==> src/rtl/force_wb_arbiter.sv <==
// Buffers per-accumulator force results in small FIFOs and drains them through
// one round-robin arbitrated valid/ready writeback port, with round tracking.
module force_wb_arbiter #(
    parameter int NUM_ACC           = 7,
    parameter int DATA_WIDTH        = 32,
    parameter int PARTICLE_ID_WIDTH = 20,
    parameter int CELL_ID_WIDTH     = 3,
    parameter int ID_WIDTH          = 3*CELL_ID_WIDTH+PARTICLE_ID_WIDTH,
    parameter int FIFO_DEPTH        = 4
) (
    input  logic                            clk,
    input  logic                            rst_n,
    input  logic [NUM_ACC-1:0]              in_valid,
    input  logic [NUM_ACC*ID_WIDTH-1:0]     in_particle_id,
    input  logic [NUM_ACC*DATA_WIDTH-1:0]   in_force_x,
    input  logic [NUM_ACC*DATA_WIDTH-1:0]   in_force_y,
    input  logic [NUM_ACC*DATA_WIDTH-1:0]   in_force_z,
    input  logic [NUM_ACC-1:0]              in_start_wb,
    output logic                            out_valid,
    input  logic                            out_ready,
    output logic [ID_WIDTH-1:0]             out_particle_id,
    output logic [DATA_WIDTH-1:0]           out_force_x,
    output logic [DATA_WIDTH-1:0]           out_force_y,
    output logic [DATA_WIDTH-1:0]           out_force_z,
    output logic [2:0]                      out_src,
    output logic                            busy,
    output logic                            round_done,
    output logic [NUM_ACC-1:0]              overflow_err
);
    localparam int ENTRY_W = ID_WIDTH + 3*DATA_WIDTH;
    localparam int AW      = $clog2(FIFO_DEPTH);

    logic [ENTRY_W-1:0]                 mem_q [NUM_ACC][FIFO_DEPTH];
    logic [NUM_ACC-1:0][AW:0]           wr_ptr_q, rd_ptr_q;
    logic [NUM_ACC-1:0][ENTRY_W-1:0]    in_entry;
    logic [NUM_ACC-1:0]                 empty, full, push, pop, drop;
    logic [NUM_ACC-1:0]                 overflow_q;

    logic                               load, grant_vld;
    logic [2:0]                         grant_idx;
    logic [ENTRY_W-1:0]                 head;

    logic                               out_valid_q, out_valid_d;
    logic [2:0]                         out_src_q, out_src_d;
    logic [ENTRY_W-1:0]                 out_data_q, out_data_d;
    logic [2:0]                         ptr_q, ptr_d;
    logic                               round_active_q, round_active_d;
    logic                               round_done_q, round_done_d;

    // FIFO status; the extra pointer bit distinguishes full from empty
    always_comb begin
        for (int i = 0; i < NUM_ACC; i++) begin
            empty[i]    = (wr_ptr_q[i] == rd_ptr_q[i]);
            full[i]     = (wr_ptr_q[i][AW] != rd_ptr_q[i][AW]) &&
                          (wr_ptr_q[i][AW-1:0] == rd_ptr_q[i][AW-1:0]);
            in_entry[i] = {in_particle_id[i*ID_WIDTH +: ID_WIDTH],
                           in_force_x[i*DATA_WIDTH +: DATA_WIDTH],
                           in_force_y[i*DATA_WIDTH +: DATA_WIDTH],
                           in_force_z[i*DATA_WIDTH +: DATA_WIDTH]};
        end
    end

    assign load = !out_valid_q || out_ready;

    // Descending scan so the closest non-empty FIFO above the pointer wins last
    always_comb begin
        logic [3:0] sum;
        grant_vld = 1'b0;
        grant_idx = '0;
        sum       = '0;
        for (int k = NUM_ACC-1; k >= 0; k--) begin
            sum = {1'b0, ptr_q} + 4'(k);
            if (sum >= 4'(NUM_ACC))
                sum = sum - 4'(NUM_ACC);
            if (!empty[sum[2:0]]) begin
                grant_vld = 1'b1;
                grant_idx = sum[2:0];
            end
        end
    end

    assign head = mem_q[grant_idx][rd_ptr_q[grant_idx][AW-1:0]];

    // A full FIFO still accepts a write when it is popped in the same cycle
    always_comb begin
        for (int i = 0; i < NUM_ACC; i++) begin
            pop[i]  = load && grant_vld && (grant_idx == 3'(i));
            push[i] = in_valid[i] && (!full[i] || pop[i]);
            drop[i] = in_valid[i] && full[i] && !pop[i];
        end
    end

    always_ff @(posedge clk) begin
        for (int i = 0; i < NUM_ACC; i++)
            if (push[i])
                mem_q[i][wr_ptr_q[i][AW-1:0]] <= in_entry[i];
    end

    always_ff @(posedge clk or negedge rst_n) begin
        if (!rst_n) begin
            wr_ptr_q   <= '0;
            rd_ptr_q   <= '0;
            overflow_q <= '0;
        end else begin
            for (int i = 0; i < NUM_ACC; i++) begin
                if (push[i]) wr_ptr_q[i] <= wr_ptr_q[i] + (AW+1)'(1);
                if (pop[i])  rd_ptr_q[i] <= rd_ptr_q[i] + (AW+1)'(1);
                if (drop[i]) overflow_q[i] <= 1'b1;
            end
        end
    end

    always_comb begin
        out_valid_d    = out_valid_q;
        out_src_d      = out_src_q;
        out_data_d     = out_data_q;
        ptr_d          = ptr_q;
        if (load) begin
            out_valid_d = grant_vld;
            if (grant_vld) begin
                out_src_d  = grant_idx;
                out_data_d = head;
                ptr_d      = (grant_idx == 3'(NUM_ACC-1)) ? 3'd0 : grant_idx + 3'd1;
            end
        end
        // Round closes only when nothing is buffered, presented or arriving
        round_done_d   = round_active_q && (&empty) && !out_valid_q &&
                         !(|in_valid) && !(|in_start_wb);
        round_active_d = round_active_q;
        if (|in_start_wb)
            round_active_d = 1'b1;
        else if (round_done_d)
            round_active_d = 1'b0;
    end

    always_ff @(posedge clk or negedge rst_n) begin
        if (!rst_n) begin
            out_valid_q    <= 1'b0;
            out_src_q      <= '0;
            out_data_q     <= '0;
            ptr_q          <= '0;
            round_active_q <= 1'b0;
            round_done_q   <= 1'b0;
        end else begin
            out_valid_q    <= out_valid_d;
            out_src_q      <= out_src_d;
            out_data_q     <= out_data_d;
            ptr_q          <= ptr_d;
            round_active_q <= round_active_d;
            round_done_q   <= round_done_d;
        end
    end

    assign out_valid       = out_valid_q;
    assign out_src         = out_src_q;
    assign out_particle_id = out_data_q[ENTRY_W-1 -: ID_WIDTH];
    assign out_force_x     = out_data_q[3*DATA_WIDTH-1 -: DATA_WIDTH];
    assign out_force_y     = out_data_q[2*DATA_WIDTH-1 -: DATA_WIDTH];
    assign out_force_z     = out_data_q[DATA_WIDTH-1:0];
    assign busy            = !(&empty) || out_valid_q;
    assign round_done      = round_done_q;
    assign overflow_err    = overflow_q;

endmodule

==> config.mk <==
export PLATFORM = sky130hd
export DESIGN_NAME = force_wb_arbiter
export DESIGN_NICKNAME = d
export VERILOG_FILES = /design/src/rtl/force_wb_arbiter.sv
export SDC_FILE = /design/constraint.sdc
export NUM_CORES = 2
export LEC_CHECK = 0
export ABC_AREA = 1
export BUFFER_PORTS_ARGS = -buffer_cell sky130_fd_sc_hd__buf_2
export CAP_MARGIN = 20
export CORE_MARGIN = 5
export CORE_UTILIZATION = 40
export CTS_CLUSTER_DIAMETER = 80
export CTS_CLUSTER_SIZE = 12
export DETAILED_ROUTE_END_ITERATION = 6
export GPL_TIMING_DRIVEN = 0
export HOLD_SLACK_MARGIN = 0.05
export PLACE_DENSITY_LB_ADDON = 0.12
export SYNTH_ARGS = -nofsm -noshare
export SYNTH_HDL_FRONTEND = slang
export SYNTH_SLANG_ARGS = --single-unit
export TNS_END_PERCENT = 30
==> constraint.sdc <==
create_clock -name clk -period 11.9 [get_ports clk]
set_clock_uncertainty 0.2 [all_clocks]
set_input_delay 0.595 -clock clk [delete_from_list [all_inputs] [get_ports clk]]
set_output_delay 0.595 -clock clk [all_outputs]
set_load 0.03 [all_outputs]
# == Word level (Yosys, flattened, before mapping) ==
# Memories as Yosys holds them, arrays and structs flattened.
# Index checks and enable logic that the tools add are counted.
# op_classes
add_sub_neg,28
n_lt_le_gt_ge,30
eq_ne,27
n_mux,71
bitwise_logic,8
reduce_logical,80
# op_table
operator,count
two-way mux 500 bit,7
demux 125 bit (select 2 bit),7
two-way mux 125 bit,9
binary-select mux 125 bit (select 2 bit),1
logical AND 1 bit,47
adder 3 x 1 -> 3 bit (second input constant),15
two-way mux 3 bit,15
< comparator 3 x 4 -> 1 bit (second input constant),8
greater-or-equal comparator 3 bit (second input constant),9
greater-or-equal comparator 4 x 3 -> 1 bit (second input constant),6
NOT 2 -> 3 bit,8
two-way mux 1 bit,23
binary-select mux 1 bit (select 3 bit),7
equality test 3 bit,7
< comparator 3 x 1 -> 1 bit (second input constant),7
subtractor 3 bit (second input constant),7
logical NOT 1 bit,18
equality test 2 bit,7
OR reduction 7 bit,2
adder 3 x 3 -> 4 bit (second input constant),3
binary-select mux 3 bit (select 3 bit),1
equality test 3 bit (second input constant),3
logical OR 1 bit,9
adder 3 x 2 -> 4 bit (second input constant),2
9 further kinds,16
# word_totals
register_bits,183
mem_bits_rw,3500
input_bits,892
elab_cells,272
n_memories,1
# mem_list
memory,words,word_bits,read_ports,rd_clocked_by_memory_dff,wr,line,text
mem_q,7,500,1,0,7,33,logic [ENTRY_W-1:0] mem_q [NUM_ACC][FIFO_DEPTH];

# == Longest topological paths before layout ==
# depth
depth_word,18
depth_mapped,36
mapped_depth_nobuf,33

# == Least setup slack after synthesis ==
# No wires, ideal clock.
# synth_path
kind,register -> register
from,reg ptr_q[1]
to,"mem mem_q[3][0] (netlist bit), enable pin"
setup_time_ns,0.614
arrival_ns,8.893
required_ns,11.086
setup_slack_ns,2.193
path_stages_with_launch,27
path_buffers,3
period_less_slack_ns,9.707
cell_sequence,dfrtp_1 inv_1 ha_1 inv_1 fa_1 o21ai_0 inv_1 a21oi_1 o21ai_1 nand2_1 nand2_1 nand2_1 o21bai_1 inv_2 nand2_1 nand2_2 nand2_2 nand2_4 buf_6 buf_2 nor2_1 buf_4 ha_1 nand2_1 nand2_1 nand2_1 nor2_1
# synth_rtl
element,line,text
"start, declared",46,"logic [2:0] ptr_q, ptr_d;"
"start signal, assigned",148,ptr_q <= ptr_d;
"end, declared",33,

==> summary.txt <==
Outcome
  • Status: finished with violations
  • Failing checks: design-rule violations

Synthesis
  • Post-synth cell types: 45
  • Post-synthesis register bit count: between 3000 and 4000
  • Synth Cell Area: 0.156 mm²
  • Ys async rst share: between 4 and 5%
  • Syn nets: between 15000 and 20000
  • Synth Warn #: 0
  • Ys flop type: edfxtp_1
  • Seq/Total Area, Yosys: between 70% and 80%
  • Cells after Synth: roughly 15000
  • Post-synth EDFFs: 3500
  • Post-Syn Area per Cell: about 11 µm²

Timing
  • Final hold vios: 0
  • Fmax achieved: ~0.13 GHz
  • Relative slew slack: around an eighth
  • Final min period: 7.63 ns
  • Worst-Margin Slew: ~1.3 ns
  • Final period utilization: between 60% and 70%
  • Setup TNS: 0 ns
  • RSZ-0062 raised after global routing: no
  • Final setup viols: 0
  • Final Max Slew Viols: 0

CTS
  • Clock transition at the registers of the reported paths: roughly 0.060 ns
  • H-tree depth: 5
  • Clk sink count: 3683
  • Root buffer cell: clkbuf_16
  • CTS Buf Count: 351
  • Worst skew pair latency: 1.01 ns
  • CTS tree: done
  • PostCTS Resize Cnt: 0
  • Max clock buf depth: 4

Setup path
  • CP arrival: a little over 8 ns
  • Worst Path Required: between 10 and 15 ns
  • R2r setup slk: 4.27 ns
  • Critical path startpoint category: flip-flop
  • Worst-path fanout max: 21
  • Crit end category: flip-flop
  • Critical path type: flip-flop to flip-flop

Placement
  • PortBufs: 1029
  • Placer Congestion: about 0.91
  • HPWL Detailed: 532 mm

Routing
  • Drt total wl: about 730 mm
  • First DRT Iteration DRCs: roughly 16000
  • ANT nets after route: 0
  • DR vias/cell: between 5 and 6
  • Residual DRC: 1
  • DR pass1 iterations: 7
  • WL/cell: 32.1 µm
  • Via count: approximately 130k

Final layout
  • Ratio of cells with drive above 1 in the final layout: ~14%
  • Area Growth Syn to Fin: 23.3%
  • Final #Nets: between 15000 and 20000
  • Most common cell after layout, fill and taps aside: nand2_1
  • Commonest cells after routing, fill and taps aside: 6995 x nand2_1, 3500 x edfxtp_1, 2482 x nand3_1, 1552 x buf_2, 888 x dlygate4sd3_1

Floorplanning
  • Row Count: roughly 230
  • IO Count: 1030
  • Initial core utilization: around two fifths
  • Core area: roughly 0.4 mm²
  • Die Wd: about 630 µm
  • Die Ht: approximately 630 µm
  • Die area: around 0.40 mm²

Global routing
  • Initial antenna violation count: 275
  • Pin count of the biggest net entering global routing: 80
  • Overall Global Routing Usage: between 30% and 40%
  • First-pass GRT wire length: roughly 970 mm
  • Number of global-route vias before repair: approximately 120k
  • Grt ovf: 0

Min path
  • Hold WC Path Type: primary input to flip-flop

Job
  • Max Cap Viol: 0
-- flip-flops by register name (all words and copies together), names as in the netlist, 3 cells and up --
name and count:
out_src 3, rd_ptr_q 21, mem_q 3500, overflow_err 7
wr_ptr_q 21, out_data_q 125, ptr_q 3
-- logic make-up after synthesis --
logic type      count (synthesis)  share of synthesized area [%]
compound gates                102                          0.394
xor+xnor                       38                          0.233
fa+ha+maj                      49                          0.398
buf+inv                      1096                           3.33
flops                        3683                           70.4
mux                             2                         0.0144
simple gates                 9621                           25.3
-- critical path, stage by stage (launching register included) --
cell and delay, ns:
dfrtp_1 0.50, inv_1 0.29, ha_1 0.23, inv_1 0.05
fa_1 0.47, o21ai_0 0.30, inv_1 0.14, a21oi_1 0.16
o21ai_0 0.10, nand3_1 0.13, nand2_1 0.14, a21oi_1 0.22
nand2_2 0.12, nand2_2 0.11, nand2_4 0.09, buf_6 0.19
buf_2 0.47, nor2_1 0.40, buf_4 0.35, ha_1 0.31
nand2_1 0.18, nand2_1 0.10, nand2_1 0.28, nor2_4 0.63
buf_12 0.26, buf_12 0.24, buf_12 0.23, buf_12 0.23
-- routing by layer --
metal	vias to the layer above	track usage (%)	wire, µm
met5	-	0.0836	501
met4	84	19.8	46300
met3	1576	9.27	78100
met2	7479	54.2	328000
met1	61400	45.4	277000
li1	54600	-	-
-- layout make-up --
class                   count  area [µm²]
clock inverters            35         554
clock buffers             546        9680
fillers                 35800      197000
diodes                    205         513
plain buffers             919        4560
flip-flops and latches   3683      110000
inverters                 177         664
repair buffers           2149       18900
multi-input cells        9812       41200
well taps                5197        6500
-- synth_stat cells, types with 2 or more instances --
library cell / instances / area [µm²]
xnor2_2: 2 / 32.5
o211ai_1: 7 / 52.6
edfxtp_1: 3500 / 105000
o21ai_0: 14 / 70.1
clkbuf_1: 230 / 863
xor2_1: 26 / 228
inv_2: 15 / 56.3
buf_4: 90 / 676
nand3b_1: 10 / 75.1
a21oi_2: 3 / 26.3
o21ai_2: 3 / 26.3
nor2_2: 6 / 37.5
nand3_1: 2482 / 12400
nand2_2: 23 / 144
nor4_1: 4 / 25.0
xor2_2: 2 / 32.5
buf_2: 523 / 2620
ha_1: 48 / 601
a21oi_1: 35 / 175
xnor2_1: 8 / 70.1
mux2_2: 2 / 22.5
inv_1: 162 / 608
nand4_1: 10 / 62.6
buf_6: 10 / 113
o21ai_1: 26 / 130
nand2_1: 6995 / 26300
a31o_2: 8 / 70.1
buf_1: 65 / 244
dfrtp_1: 183 / 4580
nor2_1: 84 / 315
-- worst paths after layout --
path,startpoint,endpoint,cells past startpoint
max in group asynchronous,rst_n,out_data_q[119],5
setup reg to reg,ptr_q[1],mem_q[3][15],27
setup / recovery,ptr_q[1],mem_q[3][15],27
hold / removal,in_particle_id[47],mem_q[1][239],2
hold reg to reg,out_data_q[40],out_data_q[40],2
min in group asynchronous,rst_n,out_data_q[45],3
-- through the flow --
stage	setup slack [ns]	hold slack, ns	util (%)	cells	cell area [µm²]
2_1_floorplan	2.19	0.0994	-	14600	156000
3_3_place_gp	-9.20	0.250	43.1	20800	168000
3_5_place_dp	4.53	0.258	44.4	21000	173000
4_1_cts	4.49	0.0704	49.3	22500	192000
5_1_grt	4.09	0.127	49.4	22600	192000
6_report	4.27	0.134	49.4	22700	192000
-- repair_timing --
item / in CTS / in global routing
setup endpoints to repair: 0 / 0
buffers inserted: 0 / 0
hold buffers: 889 / 0
hold endpoints to repair: 3669 / 0
Power is left out: the tool's default activity adds up to more than one toggle a clock period on the data nets, which glitch-free logic cannot reach.
